## config.mk

```make
export PLATFORM = sky130hd
export DESIGN_NAME = ins_loader
export DESIGN_NICKNAME = d
export VERILOG_FILES = /design/src/rtl/ins_loader.sv
export SDC_FILE = /design/constraint.sdc
export NUM_CORES = 1
export LEC_CHECK = 0
export CAP_MARGIN = 5
export CORE_AREA = 2 2 150 152
export DETAILED_ROUTE_END_ITERATION = 8
export DIE_AREA = 0 0 152 154
export GPL_TIMING_DRIVEN = 0
export PLACE_DENSITY = 0.73
export REMOVE_ABC_BUFFERS = 1
export SETUP_SLACK_MARGIN = 0.1
export SYNTH_ARGS = -nofsm -noshare
export SYNTH_HDL_FRONTEND = slang
export SYNTH_SLANG_ARGS = --single-unit
```

## constraint.sdc

```tcl
create_clock -name clk -period 3.4 [get_ports clk]
set_clock_uncertainty 0.1 [all_clocks]
set_input_delay 0.68 -clock clk [delete_from_list [all_inputs] [get_ports clk]]
set_output_delay 0.68 -clock clk [all_outputs]
set_load 0.005 [all_outputs]
```

## src/rtl/ins_loader.sv

```systemverilog
// ----------------------------------------------------------------------------
// ins_loader
//
// Instruction-memory writer, the counterpart of ins_fetch. Field tuples
// (opcode, rd, funct3, rs1, rs2, funct7) are packed into 32-bit instruction
// words. The words pass through a small elastic FIFO and are then written
// sequentially to word addresses base, base+1, ... in instruction memory.
//
// Optional feature macro: INS_LOADER_CHKSUM_EN
//   When this macro is defined, the module has an extra output, checksum[31:0].
//   The checksum is the XOR of every acknowledged write word in the current
//   session. It is cleared when a start is accepted and is valid when done
//   pulses. When the macro is not defined, there is no checksum port and no
//   checksum logic.
//
// Parameters
//   FIFO_DEPTH  packed-word entries between the field input and the memory
//               port (power of 2, >= 2)
//   MAX_WORDS   upper bound on words per session; a larger len_in is clamped
//
// Ports
//   clk, rst       clock, synchronous active-high reset
//   start          begin a session (sampled only in IDLE)
//   base_in        word base address, latched on accepted start
//   len_in         words to load, latched (clamped) on accepted start
//   in_valid       field tuple valid
//   in_ready       field tuple accepted this cycle when in_valid is high
//   opcode..funct7 instruction fields
//   mem_we         write request, held until mem_ack
//   mem_addr       word address of the write (base + words_written)
//   mem_wdata      packed word at the FIFO head
//   mem_ack        memory accepted the current write
//   busy           high while loading
//   done           one-cycle pulse at session end
//   words_written  words acknowledged in the current/last session
// ----------------------------------------------------------------------------
module ins_loader #(
    parameter int FIFO_DEPTH = 4,
    parameter int MAX_WORDS  = 64
) (
    input  logic        clk,
    input  logic        rst,
    input  logic        start,
    input  logic [31:0] base_in,
    input  logic [15:0] len_in,
    input  logic        in_valid,
    output logic        in_ready,
    input  logic [6:0]  opcode,
    input  logic [4:0]  rd,
    input  logic [2:0]  funct3,
    input  logic [4:0]  rs1,
    input  logic [4:0]  rs2,
    input  logic [6:0]  funct7,
    output logic        mem_we,
    output logic [31:0] mem_addr,
    output logic [31:0] mem_wdata,
    input  logic        mem_ack,
    output logic        busy,
    output logic        done,
    output logic [15:0] words_written
`ifdef INS_LOADER_CHKSUM_EN
    ,
    output logic [31:0] checksum
`endif
);

    localparam int PTR_W = $clog2(FIFO_DEPTH);

    typedef enum logic [1:0] {
        S_IDLE,
        S_LOAD,
        S_DONE
    } state_t;

    state_t state_reg, state_next;

    logic [31:0]      base_reg;
    logic [15:0]      len_reg;
    logic [15:0]      accepted_reg;
    logic [15:0]      written_reg;
    logic [PTR_W-1:0] wr_ptr_reg;
    logic [PTR_W-1:0] rd_ptr_reg;
    logic [PTR_W:0]   count_reg;
    logic [31:0]      fifo_mem [FIFO_DEPTH];

    logic [15:0] len_clamped;
    logic [31:0] packed_word;
    logic        start_ok;
    logic        fifo_full;
    logic        fifo_empty;
    logic        push;
    logic        pop;
    logic        last_ack;

    // The packing is the exact inverse of the field split done by ins_fetch.
    assign packed_word = {funct7, rs2, rs1, funct3, rd, opcode};
    assign len_clamped = (len_in > 16'(MAX_WORDS)) ? 16'(MAX_WORDS) : len_in;

    assign fifo_full  = (count_reg == (PTR_W+1)'(FIFO_DEPTH));
    assign fifo_empty = (count_reg == '0);
    assign start_ok   = (state_reg == S_IDLE) && start;

    // Stop accepting tuples once len tuples are in. Because of this limit, the
    // FIFO drains to empty by the time the last word is acknowledged.
    assign in_ready = (state_reg == S_LOAD) && !fifo_full && (accepted_reg < len_reg);
    assign push     = in_valid && in_ready;

    // The write request comes from the registered occupancy. A word therefore
    // appears on the port one cycle after its push; there is no bypass path.
    assign mem_we    = (state_reg == S_LOAD) && !fifo_empty;
    assign pop       = mem_we && mem_ack;
    assign last_ack  = pop && ((written_reg + 16'd1) == len_reg);
    assign mem_addr  = base_reg + {16'd0, written_reg};
    assign mem_wdata = mem_we ? fifo_mem[rd_ptr_reg] : 32'd0;

    assign busy          = (state_reg == S_LOAD);
    assign done          = (state_reg == S_DONE);
    assign words_written = written_reg;

    // ------------------------------------------------------------------
    // FSM
    // ------------------------------------------------------------------
    always_ff @(posedge clk) begin
        if (rst) begin
            state_reg <= S_IDLE;
        end else begin
            state_reg <= state_next;
        end
    end

    always_comb begin
        state_next = state_reg;
        case (state_reg)
            S_IDLE: begin
                if (start) begin
                    state_next = (len_clamped == 16'd0) ? S_DONE : S_LOAD;
                end
            end
            S_LOAD: begin
                if (last_ack) begin
                    state_next = S_DONE;
                end
            end
            S_DONE:  state_next = S_IDLE;
            default: state_next = S_IDLE;
        endcase
    end

    // ------------------------------------------------------------------
    // Session registers and FIFO control
    // ------------------------------------------------------------------
    always_ff @(posedge clk) begin
        if (rst) begin
            base_reg     <= '0;
            len_reg      <= '0;
            accepted_reg <= '0;
            written_reg  <= '0;
            wr_ptr_reg   <= '0;
            rd_ptr_reg   <= '0;
            count_reg    <= '0;
        end else begin
            // Only one of these can be true in a given cycle: start_ok is
            // valid only in IDLE, and push/pop are valid only in LOAD.
            if (start_ok) begin
                base_reg     <= base_in;
                len_reg      <= len_clamped;
                accepted_reg <= '0;
                written_reg  <= '0;
            end
            if (push) begin
                wr_ptr_reg   <= wr_ptr_reg + 1'b1;
                accepted_reg <= accepted_reg + 16'd1;
            end
            if (pop) begin
                rd_ptr_reg  <= rd_ptr_reg + 1'b1;
                written_reg <= written_reg + 16'd1;
            end
            case ({push, pop})
                2'b10:   count_reg <= count_reg + 1'b1;
                2'b01:   count_reg <= count_reg - 1'b1;
                default: count_reg <= count_reg;
            endcase
        end
    end

    // The FIFO storage is not reset. mem_wdata is gated by mem_we, so stale
    // entries are never visible on the port.
    always_ff @(posedge clk) begin
        if (push) begin
            fifo_mem[wr_ptr_reg] <= packed_word;
        end
    end

`ifdef INS_LOADER_CHKSUM_EN
    logic [31:0] checksum_reg;

    always_ff @(posedge clk) begin
        if (rst) begin
            checksum_reg <= '0;
        end else if (start_ok) begin
            checksum_reg <= '0;
        end else if (pop) begin
            checksum_reg <= checksum_reg ^ mem_wdata;
        end
    end

    assign checksum = checksum_reg;
`endif

endmodule

```

Word level (Yosys, flattened, before mapping)
Memories as Yosys holds them, arrays and structs flattened. A register that Yosys moved wholly into a read port is not among the register bits. Cells that the tools add are included.

Logic and storage cells: 56. Bits in writable memories: 128. Register bits after elaboration: 89. Memories: 1. Output and inout bits: 84. Input bits: 85.

Memories: fifo_mem (words 4, width 32, rd ports 1, clocked after memory_dff 1, write ports 1, line 84) `logic [31:0] fifo_mem [FIFO_DEPTH];`.

$add $sub $neg: 7. Equality and inequality tests: 8. Muxes and demuxes: 14. Reduce and logical (&&, ||, !) cells: 16. Order comparisons: 2.

Operators by type and width (count): 16-bit 2-to-1 mux (4); 16-bit by 1-bit adder with 16-bit output (second input constant) (2); 32-bit by 16-bit adder with 32-bit output (1); 32-bit 2-to-1 mux (1); 16-bit equality test (1); 16-bit by 7-bit > comparator with 1-bit output (second input constant) (1); 16-bit logical NOT (1); 16-bit < comparator (1); 2-bit 2-to-1 mux (5); 1-bit logical AND (7); 3-bit case mux with 2 select lines (1); 2-bit nonzero test (3); 2-bit by 1-bit adder with 2-bit output (second input constant) (2); 2-bit by 1-bit equality test with 1-bit output (second input constant) (2); 2-bit equality test (second input constant) (2); 2-bit case mux with 2 select lines (1); 3-bit by 1-bit adder with 3-bit output (second input constant) (1); 3-bit equality test (second input constant) (1); 3-bit logical NOT (1); 3-bit by 1-bit subtractor with 3-bit output (second input constant) (1); 1-bit logical NOT (2); 2-bit logical NOT (1); 1-bit 2-to-1 mux (2); 2-bit by 1-bit inequality test with 1-bit output (second input constant) (1); 2 further kinds (2).

Depth between registers and ports, before layout
Gate-level depths: netlist of the first run.

Depth after elaboration: 7. Mapped depth: 15. Depth with buffers taken out: 13.

Worst setup path after synthesis of the first run
OpenSTA, ideal clock, no wires.

Path kind: reg2out. Start point: register written_reg[0], in the netlist words_written[0]. End point: output mem_addr[22]. Setup slack: -0.064 ns. Path buffers: 0. Data arrival time: 2.684 ns. Stages on the path, launching flop included: 11. Required time: 2.620 ns. Path through: dfxtp_1 ha_1 inv_1 fa_1 nand2b_1 a21oi_1 o2111ai_1 a21boi_0 a41oi_1 nor3b_1 xor2_1.

Longest elaborated chain between the ends: 1.

RTL lines: from (decl) (line 80) `logic [15:0] written_reg;`; from (signal assigned) (line 176) `written_reg <= written_reg + 16'd1;`; 32-bit by 16-bit adder with 32-bit output (line 113) `assign mem_addr = base_reg + {16'd0, written_reg};`; to (decl) (line 55) `output logic [31:0] mem_addr,`.

Every way passes these cells.

Worst setup path after layout of the first run
Start point: register written_reg[0], in the netlist words_written[0]. End point: output mem_addr[24].

Same word-level chain as after synthesis.

==> impl_results.md, run 1 <==
* Status: finished with violations
* Failing checks: negative setup slack
* DR iter-0 viols at 514
* Area share of the largest cell type after synthesis at 0.364
* Die Span Y at 154 um
* Combinational power share at 0.064
* Slew @ Worst Pin at 1.06 ns
* Clk buf depth at 3
* Wire length per cell at 17.2 um
* Crit path DAT at 3.02 ns
* Hold Crit Class: reg -> reg
* # DRC at 0
* Seq/Total Area, Yosys at 0.536
* TritonCTS clock tree: built
* Crit end category: output port
* Final hold vios at 0
* Num CTS Buffers at 24
* Number of global-route vias before repair at 7,609
* Final ANT Viol Nets at 0
* Clk pwr share at 0.448
* Max_cap viols at 0
* Most frequent cells in the layout: clkdlybuf4s50_1 (140), edfxtp_1 (128), nand2_1 (104)
* Setup WS post-layout at -0.400 ns
* CTS root buf: clkbuf_16
* Max reg flops at 128
* CP required at 2.62 ns
* # diodes at 0
* Sequential share of power at 0.488
* RePlAce Congestion at 0.795
* Avg Cell Area, Syn at 11.1 um2
* Top_reg_cell synth: edfxtp_1
* Max Fclk at 0.263 GHz
* Total track usage at 0.206
* Crit-path cells: ha_4 -> inv_2 -> fa_2 -> nand2b_4 -> a21oi_4 -> o2111ai_2 -> a21boi_2 -> a41oi_4 -> buf_4 -> nor3_2 -> xnor2_1 -> buf_2
* RSZ-0062 raised after global routing: yes
* Initial antenna violation count at 0
* Vias/cell at 5.53
* Flop2flop setup slack at 0.35 ns
* FFs w/ async S/R, synth at 0
* Slew Limit Fails at 0
* CP max-delay cell: dfxtp_4
* Port Buf Inserts at 168
* Post-synth cell types at 65
* Largest net degree at the start of global routing at 92
* Worst Path Max Fanout at 7
* Synth Register Bits at 219
* Critical Path Source Type: register
* Post-layout minimum cycle time at 3.80 ns
* Fill cells at 1,694
* Pleak at 0.00497 uW
* Pint at 4600 uW
* Post-DP HPWL at 16,100 um
* TritonRoute pass-1 iters at 5
* I/O Pins at 169
* P&R area growth vs syn at 31.7%
* Syn Inst Count at 949
* Clock sinks at 219
* Final setup violation count at 20
* Design Power at 5850 uW
* Switching share of power at 0.213
* Core region area at 21,700 um2
* First-pass GRT wire length at 39,600 um
* Worst-Skew Late Latency at 0.51 ns
* Share of post-route cells with drive strength above 1 at 0.181
* Cell count after placement at 1,357
* Final non-filler cell total at 1,434
* Main area contributors after synthesis: edfxtp_1 (36%), dfxtp_1 (17%), mux4_2 (6.8%)
* Area of the multi-input gates at 4950 um2
* Crit path kind: reg -> out
* Final core occ at 0.642
* DR vias at 7,931
* # H-tree levels at 1
* Register Area at 5720 um2
* Number of synthesized flops with an enable pin at 128
* Clock slew at reported path FFs at 0.07 ns
* Slowest stage delay, CP at 0.36 ns
* Total gr overflow at 0
* Maximum resistive drop on vdd at 0.290 mV
* Full die area at 23,400 um2
* Min-delay src: base_reg[24]$_SDFFE_PP0P_
* Reg2reg start: len_reg[15]$_SDFFE_PP0P_
* Crit path from: words_written[0]$_SDFFE_PP0P_
* Syn. warnings at 0
* Drt total wl at 24,700 um
* Starting density of the core at 0.487
* Most common cell after layout, fill and taps aside: clkdlybuf4s50_1
* Power density cells at 420 nW/um2
* Slew margin rel. at 0.293
* Final period util at 1.12
* Mapped cell area at 10,600 um2
* Row count at 54
* # nets final at 1,261
* Switching pwr at 1250 uW
* Die Width at 152 um
* Largest area contributor in the synthesized netlist: edfxtp_1
* Worst hold margin at 0.356 ns
[timing repair]
item | in CTS | in global routing
setup endpoints to repair | 79 | 43
buffers inserted | 21 | 11
hold endpoints to repair | 0 | 0
pin swaps | 31 | 16
hold buffers | 0 | 0
resized for setup | 151 | 16
gates cloned | 0 | 1
[power groups by stage]
stage / Clock (uW) / Combinational, uW / Sequential (uW)
6_report: 2620 / 375 / 2860
3_5_place_dp: 0 / 370 / 2920
2_1_floorplan: 0 / 134 / 2910
3_3_place_gp: 0 / 358 / 2920
5_1_grt: 2780 / 408 / 2860
4_1_cts: 2670 / 372 / 2850
[synth_stat cells (all sizes together) (7+ instances only)]
master    n
edfxtp  128
a211oi    7
nand4    13
and2     35
xor2     18
inv      32
or4      12
nand2   108
dfxtp    91
nor3     25
mux4     32
clkbuf   34
ha       38
nand2b   27
and3     14
nor2     57
a21oi    75
nor3b     7
a22oi     7
xnor2    33
nand3    23
o21ai    27
a21o     10
o221ai    7
buf      12
[worst max-delay path, delay by kind of cell (launching register included)]
| kind | cells | cell delay, ns |
|---|---|---|
| AOI/OAI and AO/OA | 4 | 0.79 |
| adders and majority gates | 2 | 0.47 |
| buffers and inverters | 3 | 0.42 |
| DFF | 1 | 0.36 |
| and+or+nand+nor | 2 | 0.33 |
| xor gates and xnor gates | 1 | 0.16 |
[path summary, 6_finish.rpt]
kind	end	cells after the start
setup / recovery	mem_addr[24]	12
hold / removal	base_reg[24]$_SDFFE_PP0P_	2
setup reg to reg	count_reg[2]$_SDFFE_PP0P_	14
hold reg to reg	base_reg[24]$_SDFFE_PP0P_	2
[per-layer routing]
metal  part of all wire  routed length, um  track usage
met2               0.50              12400        0.361
met4              0.014                349       0.0467
met5                  0                  0            0
met3              0.056               1380       0.0304
met1               0.43              10600        0.273
[stage by stage]
| stage | TNS (ns) | setup slack (ns) | area (um2) |
|---|---|---|---|
| after CTS | -5.11 | -0.433 | 13800 |
| after global routing | -8.15 | -0.562 | 13900 |
| after floorplan | -9.79 | -0.613 | 10400 |
| after global placement | -247.65 | -3.38 | 12400 |
| final | -5.57 | -0.400 | 13900 |
| after detailed placement | -18.23 | -1.12 | 12500 |
[logic make-up after synthesis]
kind of cell / synth area share
XOR/XNOR: 0.0423
multiplexers: 0.0715
buffers and inverters: 0.0294
adder cells (fa/ha/maj): 0.0488
AND/OR/NAND/NOR: 0.175
flip-flops: 0.536
AO/OA/AOI/OAI: 0.0971
[final cells by class]
cell class / count / share of cell area
inverters: 33 / 0.00899
clock inverters: 15 / 0.0120
multi-input cells: 652 / 0.355
repair buffers: 206 / 0.142
clock buffers: 29 / 0.0460
flip-flops and latches: 219 / 0.411
well taps: 280 / 0.0252
(Power assumes the default switching activity.)
==> run 2, diff against run 1 <==
--- a/config.mk
+++ b/config.mk
@@ -12,7 +12,7 @@
 export GPL_TIMING_DRIVEN = 0
 export PLACE_DENSITY = 0.73
 export REMOVE_ABC_BUFFERS = 1
-export SETUP_SLACK_MARGIN = 0.1
+export SETUP_SLACK_MARGIN = 0.05
 export SYNTH_ARGS = -nofsm -noshare
 export SYNTH_HDL_FRONTEND = slang
 export SYNTH_SLANG_ARGS = --single-unit
==> constraint.sdc (replaced) <==
create_clock -name clk -period 3.3 [get_ports clk]
set_clock_uncertainty 0.1 [all_clocks]
set_input_delay 0.66 -clock clk [delete_from_list [all_inputs] [get_ports clk]]
set_output_delay 0.66 -clock clk [all_outputs]
set_load 0.005 [all_outputs]
==> run 2 against run 1 <==
Effect of this change: the run still ends with negative setup slack left; core utilization grew 0.075 points; via count grew 0.20%; setup slack lost 0.074 ns; routed wire length grew 0.57%; final cell count grew 0.21%; sequential power grew 3%; non-clock buffer count grew 3; register-to-register slack lost 0.08 ns; power grew 3.1%; critical endpoint unchanged.
==> impl_results.md, run 2 (same netlist as run 1, synthesis figures left out) <==
* Status: finished with violations
* Failing checks: negative setup slack
* Power density cells at 433 nW/um2 (+2.9%)
* TritonCTS clock tree: built
* DR iter-0 viols at 480 (-6.6%)
* P&R area growth vs syn at 31.8%
* Full die area at 23,400 um2 (unchanged)
* Crit end category: output port
* Row count at 54 (unchanged)
* CTS root buf: clkbuf_16
* Area of the multi-input gates at 4950 um2 (about the same)
* Hold Crit Class: reg -> reg
* Slew @ Worst Pin at 1.08 ns (+0.0165 ns)
* # H-tree levels at 1 (unchanged)
* Largest net degree at the start of global routing at 92 (unchanged)
* DR vias at 7,947 (+0.20%)
* Core region area at 21,700 um2 (unchanged)
* Reg2reg start: words_written[0]$_SDFFE_PP0P_
* Total gr overflow at 0 (unchanged)
* I/O Pins at 169 (unchanged)
* # DRC at 0 (unchanged)
* Worst Path Max Fanout at 7 (unchanged)
* Clk buf depth at 3 (unchanged)
* Vias/cell at 5.53 (about the same)
* Final non-filler cell total at 1,437 (+0.21%)
* Max reg flops at 128 (unchanged)
* Max_cap viols at 0 (unchanged)
* Final hold vios at 0 (unchanged)
* Final setup violation count at 21 (+5.0%)
* Slew margin rel. at 0.282 (-0.0110)
* Slew Limit Fails at 0 (unchanged)
* Critical Path Source Type: register
* Wire length per cell at 17.3 um (+0.36%)
* Worst hold margin at 0.355 ns (-0.000575 ns)
* Post-DP HPWL at 16,100 um (unchanged)
* Share of post-route cells with drive strength above 1 at 0.185 (+0.00385)
* Clock slew at reported path FFs at 0.06 ns (about the same)
* RSZ-0062 raised after global routing: yes
* Die Span Y at 154 um (unchanged)
* CP required at 2.54 ns (-0.08 ns)
* Cell count after placement at 1,357 (unchanged)
* RePlAce Congestion at 0.795 (unchanged)
* Starting density of the core at 0.487 (unchanged)
* Max Fclk at 0.265 GHz
* Final TNS setup at -7.11 ns (-1.54 ns)
* Post-layout minimum cycle time at 3.77 ns
* Hold_buf cts at 0 (unchanged)
* Fill cells at 1,688 (-0.35%)
* Port Buf Inserts at 168 (unchanged)
* Crit path kind: reg -> out
* Fin area at 13,900 um2 (+0.12%)
* Num CTS Buffers at 24 (unchanged)
* Initial antenna violation count at 0 (unchanged)
* Die Width at 152 um (unchanged)
* TritonRoute pass-1 iters at 5 (unchanged)
* # diodes at 0 (unchanged)
* Total track usage at 0.206 (unchanged)
* Final ANT Viol Nets at 0 (unchanged)
* Drt total wl at 24,900 um (+0.57%)
* Worst-Skew Late Latency at 0.51 ns (about the same)
* Number of global-route vias before repair at 7,621 (+0.16%)
* DP Area at 12,500 um2 (unchanged)
* Maximum resistive drop on vdd at 0.299 mV (+3.2%)
* Most common cell after layout, fill and taps aside: clkdlybuf4s50_1
* Min-delay src: base_reg[24]$_SDFFE_PP0P_
* Pleak at 0.00497 uW (about the same)
* Register Area at 5720 um2 (unchanged)
* Clock sinks at 219 (unchanged)
* # nets final at 1,264 (+0.24%)
* Crit path from: words_written[0]$_SDFFE_PP0P_
* Setup WS post-layout at -0.475 ns (-0.0744 ns)
* Final period util at 1.14
* Most frequent cells in the layout: clkdlybuf4s50_1 (140), edfxtp_1 (128), nand2_1 (103)
* First-pass GRT wire length at 39,600 um (about the same)
* Crit path DAT at 3.01 ns (about the same)
* Design Power at 6030 uW (+3.1%)
run 2: power by group:
group,total (uW),internal (uW),leakage [uW],switching (uW)
logic,388,204,0.00269,184
registers,2940,2910,0.00190,28.1
clock network,2700,1630,0.000381,1070
total,6030,4740,0.00497,1280
run 2: timing repair:
action | 4_1_cts | 5_1_grt
setup buffers | 22 | 13
cloned | 0 | 1
pin swaps | 32 | 16
gates resized for setup | 157 | 13
setup endpoints to repair | 79 | 58
run 2: path summary, 6_finish.rpt:
check / slack (ns) / cells past startpoint / endpoint
worst max register to register: 0.27 / 9 / state_reg[1]$_SDFFE_PP0P_
worst min-delay path: 0.36 / 2 / base_reg[24]$_SDFFE_PP0P_
worst max-delay path: -0.47 / 12 / mem_addr[24]
worst min register to register: 0.36 / 2 / base_reg[24]$_SDFFE_PP0P_
run 2: final cells by class:
cell class / instances / share of cell area
clock buffer: 29 / 0.0460
clock inverter: 15 / 0.0119
inverter: 33 / 0.00898
multi-input combinational: 652 / 0.355
sequential: 219 / 0.410
tap: 280 / 0.0251
timing repair buffer: 209 / 0.142
run 2: metal layers:
metal | wire [um] | track usage | vias to the layer above
met5 | 0 | 0 | -
met4 | 355 | 0.0467 | 0
met3 | 1370 | 0.0304 | 32
met2 | 12300 | 0.361 | 227
met1 | 10800 | 0.273 | 3812
li1 | - | - | 3876
run 2: per-stage QoR:
| stage | utilization | setup slack [ns] |
|---|---|---|
| 3_3_place_gp | 0.572 | -3.46 |
| 4_1_cts | 0.635 | -0.513 |
| 5_1_grt | 0.643 | -0.635 |
| 6_report | 0.643 | -0.475 |
| 3_5_place_dp | 0.578 | -1.20 |
| 2_1_floorplan | - | -0.693 |
run 2: worst max-delay path: stages, from the launching register on:
cell	delay, ns
dfxtp_4	0.37
ha_4	0.14
inv_2	0.04
fa_2	0.33
nand2b_4	0.16
a21oi_4	0.17
o2111ai_2	0.14
a21boi_2	0.22
a41oi_4	0.24
buf_4	0.23
nor3_2	0.17
xnor2_1	0.16
buf_2	0.15
==> run 3, diff against run 2 <==
--- a/config.mk
+++ b/config.mk
@@ -10,6 +10,7 @@
 export DETAILED_ROUTE_END_ITERATION = 8
 export DIE_AREA = 0 0 152 154
 export GPL_TIMING_DRIVEN = 0
+export HOLD_SLACK_MARGIN = 0.1
 export PLACE_DENSITY = 0.73
 export REMOVE_ABC_BUFFERS = 1
 export SETUP_SLACK_MARGIN = 0.05
==> constraint.sdc (replaced) <==
create_clock -name clk -period 3.3 [get_ports clk]
set_clock_uncertainty 0.1 [all_clocks]
set_input_delay 0.495 -clock clk [delete_from_list [all_inputs] [get_ports clk]]
set_output_delay 0.495 -clock clk [all_outputs]
set_load 0.005 [all_outputs]
==> run 3 against run 2 <==
Effect of this change: the flow still finishes with violations (negative setup slack); sequential share of layout area about the same; maximum frequency up 4.3%; die area stayed put; cell area fell by 0.16%; clock-buffer cell count is the same; sequential power barely moved; global-route usage shrank 0.093 points; hold slack worse by 0.13 ns; combinational power about the same; first-iteration DRC count shrank 0.42%; core utilization is 0.10 points lower; critical path type unchanged; highest routed layer unchanged.
==> impl_results.md, run 3 (same netlist as run 1, synthesis figures left out) <==
* Status: finished with violations
* Failing checks: negative setup slack
* # DRC at 0 (unchanged)
* # diodes at 0 (unchanged)
* Initial antenna violation count at 0 (unchanged)
* CP required at 2.70 ns (+0.16 ns)
* Switching share of power at 0.213 (-0.000289)
* WHS Path Cells at 2 (unchanged)
* Final TNS setup at -3.81 ns (+3.30 ns)
* TritonRoute pass-1 iters at 5 (unchanged)
* Max Fclk at 0.276 GHz (+4.3%)
* Most common cell after layout, fill and taps aside: clkdlybuf4s50_1
* Most frequent cells in the layout: clkdlybuf4s50_1 (141), edfxtp_1 (128), nand2_1 (103)
* Hold_buf cts at 0 (unchanged)
* Crit path kind: reg -> out
* Core region area at 21,700 um2 (unchanged)
* Starting density of the core at 0.487 (unchanged)
* Crit path DAT at 3.02 ns (about the same)
* Post-DP HPWL at 16,100 um (unchanged)
* DR iter-0 viols at 478 (-0.42%)
* Number of global-route vias before repair at 7,590 (-0.41%)
* Power density cells at 433 nW/um2 (+0.15%)
* Switching pwr at 1280 uW (-0.15%)
* Drt total wl at 24,800 um (-0.34%)
* Final non-filler cell total at 1,436 (-0.070%)
* I/O Pins at 169 (unchanged)
* Slew @ Worst Pin at 1.07 ns (-0.00634 ns)
* # nets final at 1,263 (-0.079%)
* Max_cap viols at 0 (unchanged)
* RSZ-0062 raised after global routing: yes
* Clock slew at reported path FFs at 0.06 ns (about the same)
* Pleak at 0.00498 uW (+0.12%)
* Final setup violation count at 17 (-19%)
* Total gr overflow at 0 (unchanged)
* Full die area at 23,400 um2 (unchanged)
* Final period util at 1.10 (-0.0471)
* Wire length per cell at 17.3 um (-0.27%)
* P&R area growth vs syn at 31.6%
* Slew margin rel. at 0.286 (+0.00423)
* Worst r2r dst: state_reg[1]$_SDFFE_PP0P_
* Setup WS post-layout at -0.319 ns (+0.155 ns)
* Crit end category: output port
* Worst Path Max Fanout at 7 (unchanged)
* # H-tree levels at 1 (unchanged)
* Final ANT Viol Nets at 0 (unchanged)
* Worst-Skew Late Latency at 0.51 ns (about the same)
* Vias/cell at 5.50 (-0.55%)
* Clk buf depth at 3 (unchanged)
* Slew Limit Fails at 0 (unchanged)
* Combinational power share at 0.064 (about the same)
* R2R cell count at 9 (unchanged)
* Die Span Y at 154 um (unchanged)
* Max reg flops at 128 (unchanged)
* First-pass GRT wire length at 39,400 um (-0.40%)
* CTS root buf: clkbuf_16
* DR vias at 7,898 (-0.62%)
* Row count at 54 (unchanged)
* Clk pwr share at 0.447 (about the same)
* Fill cells at 1,691 (+0.18%)
* Flop2flop setup slack at 0.26 ns (about the same)
* Clock sinks at 219 (unchanged)
* RePlAce Congestion at 0.795 (unchanged)
* Cell count after placement at 1,357 (unchanged)
* Critical Path Source Type: register
* Hold Crit Class: in -> reg
* Min-delay src: rst
* Num CTS Buffers at 24 (unchanged)
* Pint at 4740 uW (about the same)
* Hold endpoint: base_reg[8]$_SDFFE_PP0P_
* Post-layout minimum cycle time at 3.62 ns (-0.155 ns)
* Share of post-route cells with drive strength above 1 at 0.181 (-0.00417)
* Maximum resistive drop on vdd at 0.299 mV (about the same)
* Total track usage at 0.205 (-0.000930)
* Reg2reg start: words_written[0]$_SDFFE_PP0P_
* Port Buf Inserts at 168 (unchanged)
* Die Width at 152 um (unchanged)
* Largest net degree at the start of global routing at 92 (unchanged)
* TritonCTS clock tree: built
* Sequential share of power at 0.488 (about the same)
* Final hold vios at 0 (unchanged)
## run 3: cell count changes in the layout (fill, tap and decap cells not counted), sizes merged
cell,delta
dlygate4sd2,-1
clkdlybuf4s50,+1
buf,-1
dlymetal6s2s,+1
clkbuf,-1
## run 3: per-stage QoR
step           cell area (um2)  power [uW]  setup WS [ns]  utilization  hold slack [ns]
2_1_floorplan            10400        3140         -0.528            -            0.330
3_3_place_gp             12400        3380          -3.29        0.572            0.345
3_5_place_dp             12500        3390          -1.04        0.578            0.349
4_1_cts                  13700        6070         -0.348        0.633            0.198
5_1_grt                  13900        6230         -0.472        0.642            0.222
6_report                 13900        6030         -0.319        0.642            0.225
## run 3: final cells by class
type                    instances  area (um2)  area share
flip-flops and latches        219        5720       0.411
multi-input cells             652        4930       0.354
repair buffers                208        1990       0.143
clock buffers                  29         641      0.0460
well taps                     280         350      0.0252
clock inverters                15         166      0.0120
inverters                      33         125     0.00899
## run 3: routing by layer
layer | vias to the layer above | share of wire | track usage
li1 | 3870 | - | -
met1 | 3799 | 0.44 | 0.272
met2 | 203 | 0.50 | 0.359
met3 | 26 | 0.054 | 0.0304
met4 | 0 | 0.013 | 0.0467
met5 | - | 0 | 0
## run 3: power by group through the flow
| stage | Combinational [uW] | Clock (uW) | Sequential, uW |
|---|---|---|---|
| after floorplan | 138 | 0 | 3000 |
| after global routing | 422 | 2860 | 2950 |
| final | 388 | 2700 | 2940 |
| after CTS | 382 | 2750 | 2940 |
| after global placement | 369 | 0 | 3010 |
| after detailed placement | 382 | 0 | 3010 |
## run 3: worst max path at each step
| stage | from | endpoint | cells after the start | slack [ns] |
|---|---|---|---|---|
| floorplan | start | words_written[15]$_SDFFE_PP0P_ | 4 | -0.53 |
| global placement | start | words_written[11]$_SDFFE_PP0P_ | 5 | -3.29 |
| detailed placement | words_written[0]$_SDFFE_PP0P_ | mem_addr[22] | 11 | -1.04 |
| CTS | words_written[0]$_SDFFE_PP0P_ | mem_addr[30] | 12 | -0.35 |
| global route | words_written[0]$_SDFFE_PP0P_ | mem_addr[24] | 12 | -0.47 |
| finish | words_written[0]$_SDFFE_PP0P_ | mem_addr[24] | 12 | -0.32 |
## run 3: what timing repair did
action / 4_1_cts / 5_1_grt
pin swaps: 29 / 17
resized for setup: 142 / 21
setup buffers: 20 / 14
endpoints found under the setup margin: 53 / 163
gates cloned: 0 / 1
## run 3: critical path: stages, from the launching register on
cell       delay (ns)
dfxtp_4          0.36
ha_4             0.14
inv_2            0.04
fa_2             0.33
nand2b_4         0.16
a21oi_4          0.17
o2111ai_2        0.14
a21boi_2         0.23
a41oi_4          0.25
buf_4            0.23
nor3_2           0.17
xnor2_1          0.16
buf_2            0.15
